$ cat config.mk
export PLATFORM = sky130hd
export DESIGN_NAME = ram_port_arbiter
export DESIGN_NICKNAME = d
export VERILOG_FILES = /design/src/rtl/ram_port_arbiter.sv
export SDC_FILE = /design/constraint.sdc
export NUM_CORES = 1
export LEC_CHECK = 0
export BUFFER_PORTS_ARGS = -buffer_cell sky130_fd_sc_hd__buf_2
export CORE_MARGIN = 2
export CORE_UTILIZATION = 41
export CTS_BUF_LIST = sky130_fd_sc_hd__clkbuf_2 sky130_fd_sc_hd__clkbuf_4 sky130_fd_sc_hd__clkbuf_8
export CTS_CLUSTER_DIAMETER = 80
export DETAILED_ROUTE_END_ITERATION = 8
export PLACE_DENSITY = 0.79
export SLEW_MARGIN = 20
export SYNTH_ARGS = -nofsm -noshare
export SYNTH_HDL_FRONTEND = slang
export SYNTH_SLANG_ARGS = --single-unit
$ cat constraint.sdc
create_clock -name clk -period 1.6 [get_ports clk]
set_input_delay 0.08 -clock clk [delete_from_list [all_inputs] [get_ports clk]]
set_output_delay 0.08 -clock clk [all_outputs]
set_load 0.02 [all_outputs]
$ cat src/rtl/ram_port_arbiter.sv
// ram_port_arbiter
// Shares one synchronous data-RAM port between the multi-cycle CPU and a
// debug/loader requester. Every access walks IDLE -> ACCESS -> WAIT -> DONE.
// Simultaneous requests are resolved round-robin.
//
// Ports:
//   clk, rst          clock (rising edge) and asynchronous active-low reset
//   cpu_*             CPU request side; cpu_ready pulses for one cycle in DONE
//   dbg_*             debug request side; dbg_ack pulses for one cycle in DONE
//   ram_*             RAM port; ram_dout is valid the cycle after the address
//   gnt               current owner: 00 none, 01 CPU, 10 debug
//   busy              high whenever an access is in progress
module ram_port_arbiter #(
    parameter int         ADDR_W   = 10,
    parameter logic [2:0] DBG_CTRL = 3'b000
) (
    input  logic              clk,
    input  logic              rst,
    input  logic              cpu_req,
    input  logic              cpu_we,
    input  logic [31:0]       cpu_addr,
    input  logic [31:0]       cpu_wdata,
    input  logic [2:0]        cpu_ramctrl,
    output logic [31:0]       cpu_rdata,
    output logic              cpu_ready,
    input  logic              dbg_req,
    input  logic              dbg_we,
    input  logic [ADDR_W-1:0] dbg_addr,
    input  logic [31:0]       dbg_wdata,
    output logic [31:0]       dbg_rdata,
    output logic              dbg_ack,
    output logic [ADDR_W-1:0] ram_addr,
    output logic [31:0]       ram_din,
    output logic [2:0]        ram_ctrl,
    output logic              ram_we,
    input  logic [31:0]       ram_dout,
    output logic [1:0]        gnt,
    output logic              busy
);

    typedef enum logic [1:0] {
        IDLE   = 2'd0,
        ACCESS = 2'd1,
        WAIT   = 2'd2,
        DONE   = 2'd3
    } state_t;

    // Owner encoding: 0 = CPU, 1 = debug
    localparam logic OWN_CPU = 1'b0;
    localparam logic OWN_DBG = 1'b1;

    state_t            state_reg, state_next;
    logic              owner_reg, owner_next;
    logic              last_grant_reg, last_grant_next;
    logic              we_reg, we_next;
    logic [ADDR_W-1:0] addr_reg, addr_next;
    logic [31:0]       wdata_reg, wdata_next;
    logic [2:0]        ctrl_reg, ctrl_next;
    logic [31:0]       rdata_reg [2];

    logic grant_cpu;
    logic grant_dbg;

    // Upper CPU address bits are deliberately ignored (word address only).
    logic unused_cpu_addr_hi;
    assign unused_cpu_addr_hi = ^cpu_addr[31:ADDR_W];

    // CPU wins when alone, or on a tie when debug had the previous grant.
    assign grant_cpu = cpu_req && (!dbg_req || (last_grant_reg == OWN_DBG));
    assign grant_dbg = dbg_req && !grant_cpu;

    always_ff @(posedge clk or negedge rst) begin
        if (!rst) begin
            state_reg      <= IDLE;
            owner_reg      <= OWN_CPU;
            last_grant_reg <= OWN_DBG;
            we_reg         <= 1'b0;
            addr_reg       <= '0;
            wdata_reg      <= '0;
            ctrl_reg       <= '0;
        end else begin
            state_reg      <= state_next;
            owner_reg      <= owner_next;
            last_grant_reg <= last_grant_next;
            we_reg         <= we_next;
            addr_reg       <= addr_next;
            wdata_reg      <= wdata_next;
            ctrl_reg       <= ctrl_next;
        end
    end

    always_comb begin
        state_next      = state_reg;
        owner_next      = owner_reg;
        last_grant_next = last_grant_reg;
        we_next         = we_reg;
        addr_next       = addr_reg;
        wdata_next      = wdata_reg;
        ctrl_next       = ctrl_reg;
        case (state_reg)
            IDLE: begin
                if (grant_cpu) begin
                    state_next      = ACCESS;
                    owner_next      = OWN_CPU;
                    last_grant_next = OWN_CPU;
                    we_next         = cpu_we;
                    addr_next       = cpu_addr[ADDR_W-1:0];
                    wdata_next      = cpu_wdata;
                    ctrl_next       = cpu_ramctrl;
                end else if (grant_dbg) begin
                    state_next      = ACCESS;
                    owner_next      = OWN_DBG;
                    last_grant_next = OWN_DBG;
                    we_next         = dbg_we;
                    addr_next       = dbg_addr;
                    wdata_next      = dbg_wdata;
                    ctrl_next       = DBG_CTRL;
                end
            end
            ACCESS:  state_next = WAIT;
            WAIT:    state_next = DONE;
            DONE:    state_next = IDLE;
            default: state_next = IDLE;
        endcase
    end

    // Read data lands in the owner's register at the WAIT->DONE edge; the
    // other requester's register is untouched, and writes never update it.
    generate
        for (genvar gi = 0; gi < 2; gi++) begin : g_rdata
            always_ff @(posedge clk or negedge rst) begin
                if (!rst) begin
                    rdata_reg[gi] <= '0;
                end else if (state_reg == WAIT && !we_reg && owner_reg == 1'(gi)) begin
                    rdata_reg[gi] <= ram_dout;
                end
            end
        end
    endgenerate

    assign cpu_rdata = rdata_reg[0];
    assign dbg_rdata = rdata_reg[1];

    // Decoded straight from the state register so the async reset drops
    // ram_we and the handshakes without waiting for a clock.
    assign ram_we    = (state_reg == ACCESS) && we_reg;
    assign ram_addr  = addr_reg;
    assign ram_din   = wdata_reg;
    assign ram_ctrl  = ctrl_reg;
    assign cpu_ready = (state_reg == DONE) && (owner_reg == OWN_CPU);
    assign dbg_ack   = (state_reg == DONE) && (owner_reg == OWN_DBG);
    assign busy      = (state_reg != IDLE);
    assign gnt       = (state_reg == IDLE) ? 2'b00 :
                       ((owner_reg == OWN_DBG) ? 2'b10 : 2'b01);

endmodule

==> results of run 1 <==
## worst register-to-register path, stage by stage (launching register included)
cell and delay, ns:
dfrtp_1 0.40, inv_1 0.08, ha_2 0.21, buf_6 0.14, o21ai_4 0.10, buf_12 0.17
and2_0 0.18, a221o_1 0.29
## report_power, final
| part | total, mW | leakage [nW] | switching (mW) | internal [mW] |
|---|---|---|---|---|
| clock | 3.54 | 0.265 | 1.19 | 2.35 |
| sequential | 5.31 | 1.37 | 0.952 | 4.36 |
| combinational | 8.94 | 2.59 | 4.60 | 4.34 |
| total | 17.8 | 4.23 | 6.74 | 11.0 |
## through the flow
step | setup slack (ns) | power (mW) | setup TNS, ns | util | std cells
2_1_floorplan | 0.00691 | 9.55 | 0 | - | 315
3_3_place_gp | -0.257 | 11.9 | -13.10 | 0.557 | 689
3_5_place_dp | -0.351 | 12.2 | -18.51 | 0.557 | 689
4_1_cts | -0.101 | 17.2 | -3.53 | 0.759 | 855
5_1_grt | -0.130 | 18.6 | -10.42 | 0.771 | 861
6_report | -0.0873 | 17.8 | -4.43 | 0.771 | 861
## layout by cell type, fill, tap and decap left out, types with 2 or more instances in the layout
cell | synthesis | final
and2_1 | 2 | 2
a21oi_1 | 3 | 3
clkbuf_4 | 0 | 3
clkbuf_8 | 0 | 20
buf_2 | 8 | 236
a22o_1 | 3 | 3
a221o_1 | 43 | 43
buf_4 | 6 | 9
and2_0 | 43 | 43
ha_1 | 5 | 3
bufinv_16 | 0 | 7
buf_6 | 3 | 8
dlygate4sd3_1 | 0 | 122
diode_2 | 0 | 2
inv_1 | 5 | 4
dfrtp_1 | 113 | 113
a21oi_4 | 0 | 5
mux2_4 | 0 | 64
buf_12 | 0 | 7
clkbuf_16 | 0 | 3
buf_16 | 0 | 4
## logic make-up after synthesis
family          after synthesis  synth area share
simple gates                 54            0.0724
compound gates               52             0.108
flops                       114             0.616
buf+inv                      25            0.0322
mux                          65             0.158
fa+ha+maj                     5            0.0135
## metal layers
layer  wire (um)  global-route usage
met3        1490              0.0894
met1        6850               0.309
met4         612               0.137
met5           0                   0
met2        9570               0.516
## final timing paths
kind / from / endpoint / slack [ns]
worst max-delay path: state_reg[1] / ram_addr[3] / -0.09
worst min-delay path: dbg_req / state_reg[1] / 0.18
worst max register to register: state_reg[1] / ram_addr[3] / -0.09
worst min register to register: cpu_rdata[30] / cpu_rdata[30] / 0.51
max in group asynchronous: rst / ram_din[14] / 0.79
min in group asynchronous: rst / dbg_rdata[5] / 0.29
## layout make-up
| cell class | count | area (um^2) |
|---|---|---|
| Tap cell | 140 | 175 |
| Sequential cell | 114 | 2850 |
| Antenna cell | 2 | 5.00 |
| Timing Repair Buffer | 389 | 2890 |
| Clock buffer | 23 | 298 |
| Clock inverter | 9 | 224 |
| Inverter | 5 | 18.8 |
| Multi-Input combinational cell | 179 | 1970 |
| Fill cell | 640 | 2500 |
## Yosys cell counts
cell,instances
nor3b_2,1
nand2_1,2
and2_1,2
nand3b_1,1
dfstp_2,1
buf_6,3
and2_0,43
buf_1,1
mux2_2,65
o21ai_2,1
nor3b_1,1
clkbuf_1,2
dfrtp_1,113
a221o_1,43
nor3_1,1
nor2_1,2
buf_4,6
a21oi_1,3
inv_1,5
nor2b_1,1
a22o_1,3
ha_1,5
buf_2,8
a21oi_2,2
## timing repair
item	CTS	global route
hold buffers	122	0
pin swaps	9	0
setup endpoints to repair	107	112
endpoints found under the hold margin	223	0
gates cloned	5	5
buffers inserted	7	0
gates resized for setup	77	13
==> results.py, run 1 <==
metrics = {
    "synthesis": {
        "syn-num-nets": 467,
        "ys_seq_area_frac": 0.616,
        "syn_inst": 315,
        "ys_warn_count": 0,
        "synth_top_area_share": 0.611,
        "netlist_area_um2": 4630,
        "synth_top_cell_by_area": "dfrtp_1",
        "syn_avg_cell_area_um2": 14.7,
        "synth.distinct_cells": 24,
        "synth_top_cells_by_area": "dfrtp_1, mux2_2, a221o_1",
        "ys_ff_latch": 114,
    },
    "detailed_routing": {
        "wl_um": 18500,
        "drc": 0,
        "wl_per_cell_um": 21.5,
        "via_per_inst": 5.27,
        "ant_nets": 0,
        "first_iter_violations": 239,
        "first_pass_iters": 5,
        "vias": 4536,
    },
    "sta": {
        "fmax_mhz": 593,
        "report.final.slew_viol_count": 0,
        "rsz0062_at_grt": "yes",
        "skew_ns": 0.00914,
        "worst_slew_pin_slew_ns": 0.640,
        "fin_ws_ns": -0.0873,
        "timing.slew.headroom": 0.573,
        "whs_ns": 0.178,
        "min_period_ns": 1.69,
        "setup-violations-final": 106,
        "fin_crit_sh": 1.05,
        "finalHoldViolations": 0,
    },
    "setup_path": {
        "crit_family": "flip-flops",
        "path_depth": 7,
        "cpPeakStageDelay_ns": 0.40,
        "crit_arrival_ns": 1.98,
        "crit_type": "reg2reg",
        "crit_chain": "inv_1, ha_2, buf_6, o21ai_4, buf_12, and2_0, a221o_1",
        "cp.required_ns": 1.89,
        "cp.buffers_inverters": 3,
        "crit_path_start_kind": "register",
        "r2r_cells": 7,
        "endpoint_kind": "register",
        "cp_max_fo": 14,
        "cpMaxStageDelayCell": "dfrtp_1",
    },
    "global_routing": {
        "grt_first_pass_wirelength_um": 25900,
        "antenna_found_initial": 2,
        "grt_max_degree": 115,
        "grt_pass1_vias": 4901,
        "grt_overflow_total": 0,
        "grt.total_usage": 0.288,
    },
    "clock_tree": {
        "tritoncts": "done",
        "cts.sinks": 114,
        "cts.clk_slew.worst_paths_ns": 0.07,
        "cts.htree.levels": 4,
        "clock_latency_ns": 0.42,
        "clockBufferDepth": 2,
        "cts_made_buffers": 17,
        "clock-root-buffer": "clkbuf_8",
    },
    "floorplanning": {
        "die_w_um": 110,
        "start_util": 0.423,
        "core_area_um2": 10900,
        "die_area_um2": 12200,
        "design.portCount": 262,
        "num_rows": 38,
        "die_h_um": 110,
    },
    "layout": {
        "layout-drive-gt1-share": 0.526,
        "design_area_um2": 8430,
        "nets": 858,
        "area_growth_pct": 82.1,
    },
    "pwr": {
        "ir_worst_vdd_mv": 1.38,
        "cellPowerDensity_nw_per_um2": 2110,
        "p_leak_nw": 4.23,
    },
    "flow_run": {
        "max_cap_violations": 0,
    },
    "placed_design": {
        "place_hpwl_um": 8820,
        "placed_area_um2": 6100,
        "port_buffers": 239,
        "gp_congestion": 0.808,
    },
    "worst_hold_path": {
        "hold_path.class": "in2reg",
        "min_path_cells": 3,
    },
    "status": {
        "violations": "negative setup slack",
        "status": "finished, violations left",
    },
}
Note: power is estimated with default switching activity, not from simulation.
==> inputs of run 2 (changes only) <==
SETUP_SLACK_MARGIN = 0.5   (was default)
==> results.py, run 2 (same netlist as run 1, synthesis figures left out) <==
metrics = {
    "status": {
        "status": "finished, violations left",
        "violations": "negative setup slack",
    },
    "sta": {
        "fmax_mhz": 578,
        "fin_ws_ns": -0.131,
        "worst_slew_pin_slew_ns": 0.716,
        "fin_crit_sh": 1.08,
        "skew_ns": 0.0215,
        "min_period_ns": 1.73,
        "setup-violations-final": 97,
        "whs_ns": 0.139,
        "timing.slew.headroom": 0.523,
        "finalHoldViolations": 0,
        "report.final.slew_viol_count": 0,
        "rsz0062_at_grt": "yes",
    },
    "floorplanning": {
        "num_rows": 38,
        "core_area_um2": 10900,
        "design.portCount": 262,
        "die_h_um": 110,
        "die_area_um2": 12200,
        "die_w_um": 110,
        "start_util": 0.423,
    },
    "pwr": {
        "cellPowerDensity_nw_per_um2": 2110,
        "p_leak_nw": 4.58,
        "switchingPower_mw": 7.68,
        "pwr-share-comb": 0.577,
        "p_int_mw": 11.9,
        "netSwitchingFraction": 0.393,
        "ir_worst_vdd_mv": 1.33,
        "pwr-share-clk": 0.146,
        "p_seq_frac": 0.277,
    },
    "clock_tree": {
        "clockBufferDepth": 2,
        "tritoncts": "done",
        "cts_made_buffers": 17,
        "clock-root-buffer": "clkbuf_8",
        "cts.htree.levels": 4,
        "clock_latency_ns": 0.45,
        "cts.sinks": 114,
        "cts.clk_slew.worst_paths_ns": 0.08,
    },
    "layout": {
        "nets": 911,
        "design_area_um2": 9290,
        "regArea_um2": 2850,
        "fillers": 506,
        "layout-drive-gt1-share": 0.591,
        "mostFrequentLayoutCell": "buf_2",
        "multi_input_area_um2": 2180,
        "stdcell_count": 914,
        "area_growth_pct": 101,
        "final_cell_mix": "buf_2, dlygate4sd3_1, dfrtp_1, mux2_4, a221o_1",
    },
    "setup_path": {
        "cp_max_fo": 5,
        "cp.required_ns": 1.92,
        "crit_arrival_ns": 2.05,
        "crit_path_start_kind": "register",
        "r2r-end": "ram_addr[0]",
        "r2r_cells": 9,
        "crit_type": "reg2reg",
        "rrSetupSlack_ns": -0.13,
        "r2r_start": "state_reg[1]",
        "endpoint_kind": "register",
    },
    "placed_design": {
        "gp_congestion": 0.783,
        "port_buffers": 239,
        "placedCellCount": 689,
        "placed_area_um2": 6130,
        "place_hpwl_um": 8420,
    },
    "global_routing": {
        "grt_overflow_total": 0,
        "grt_first_pass_wirelength_um": 27800,
        "antenna_found_initial": 1,
        "grt_max_degree": 47,
        "use_met3": 0.0764,
        "grt_pass1_vias": 5224,
        "grt_util_met2": 0.562,
        "busiest_layer": "met2",
        "use_met1": 0.339,
        "grt.total_usage": 0.315,
    },
    "detailed_routing": {
        "drc": 0,
        "via_per_inst": 5.47,
        "first_iter_violations": 522,
        "first_pass_iters": 5,
        "wl_per_cell_um": 24.2,
        "vias": 4996,
        "ant_nets": 0,
        "wl_um": 22100,
    },
    "flow_run": {
        "max_cap_violations": 0,
    },
    "worst_hold_path": {
        "hold_path.class": "in2async",
    },
}
==> run 2: through the flow <==
step / power, mW / TNS [ns] / setup slack (ns) / utilization
final: 19.6 / -6.39 / -0.131 / 0.849
after global routing: 20.3 / -12.33 / -0.205 / 0.849
after CTS: 17.2 / -2.12 / -0.0901 / 0.792
after detailed placement: 12.2 / -15.49 / -0.343 / 0.560
after global placement: 11.8 / -10.24 / -0.219 / 0.560
after floorplan: 9.80 / 0 / 0.0486 / -
==> run 2: how the worst max path moves through the flow <==
stage                       from            end  slack, ns  cells past startpoint
finish              state_reg[1]    ram_addr[0]      -0.13                      9
global route        state_reg[0]         gnt[1]      -0.20                      7
CTS                 state_reg[1]     ram_din[9]      -0.09                      9
detailed placement  state_reg[1]    ram_din[17]      -0.34                      5
global placement    state_reg[1]    ram_addr[7]      -0.22                      5
floorplan           state_reg[0]  cpu_rdata[10]       0.05                      5
==> run 2: layout make-up <==
type	count	area share
flip-flops and latches	114	0.307
multi-input cells	186	0.235
diodes	2	0.000539
inverters	5	0.00202
well taps	140	0.0189
clock buffers	21	0.0291
clock inverters	11	0.0147
repair buffers	435	0.393
==> run 2: worst max-delay path, cell delays in order (launching register included) <==
cell     delay [ns]
dfrtp_1        0.38
inv_2          0.07
ha_4           0.16
buf_8          0.13
nand2_4        0.07
a21oi_4        0.05
buf_8          0.18
buf_12         0.12
buf_16         0.13
a221o_1        0.30
==> run 2: layer usage <==
metal,wire [um],share of wire
met5,0,0
met4,998,0.045
met3,1920,0.087
met1,7650,0.35
met2,11500,0.52
==> run 2: power by group through the flow <==
stage | Sequential [mW] | Combinational [mW] | Clock, mW
floorplan | 6.79 | 3.01 | 0
global placement | 5.06 | 6.79 | 0
detailed placement | 5.11 | 7.05 | 0
CTS | 5.14 | 9.31 | 2.80
global route | 5.54 | 11.8 | 3.02
finish | 5.43 | 11.3 | 2.86
==> run 2: repair_timing <==
action	4_1_cts	5_1_grt
setup endpoints to repair	120	149
cloned	21	2
endpoints found under the hold margin	197	0
pin swaps	36	12
gates resized for setup	91	114
hold buffers	122	0
setup buffers	19	27
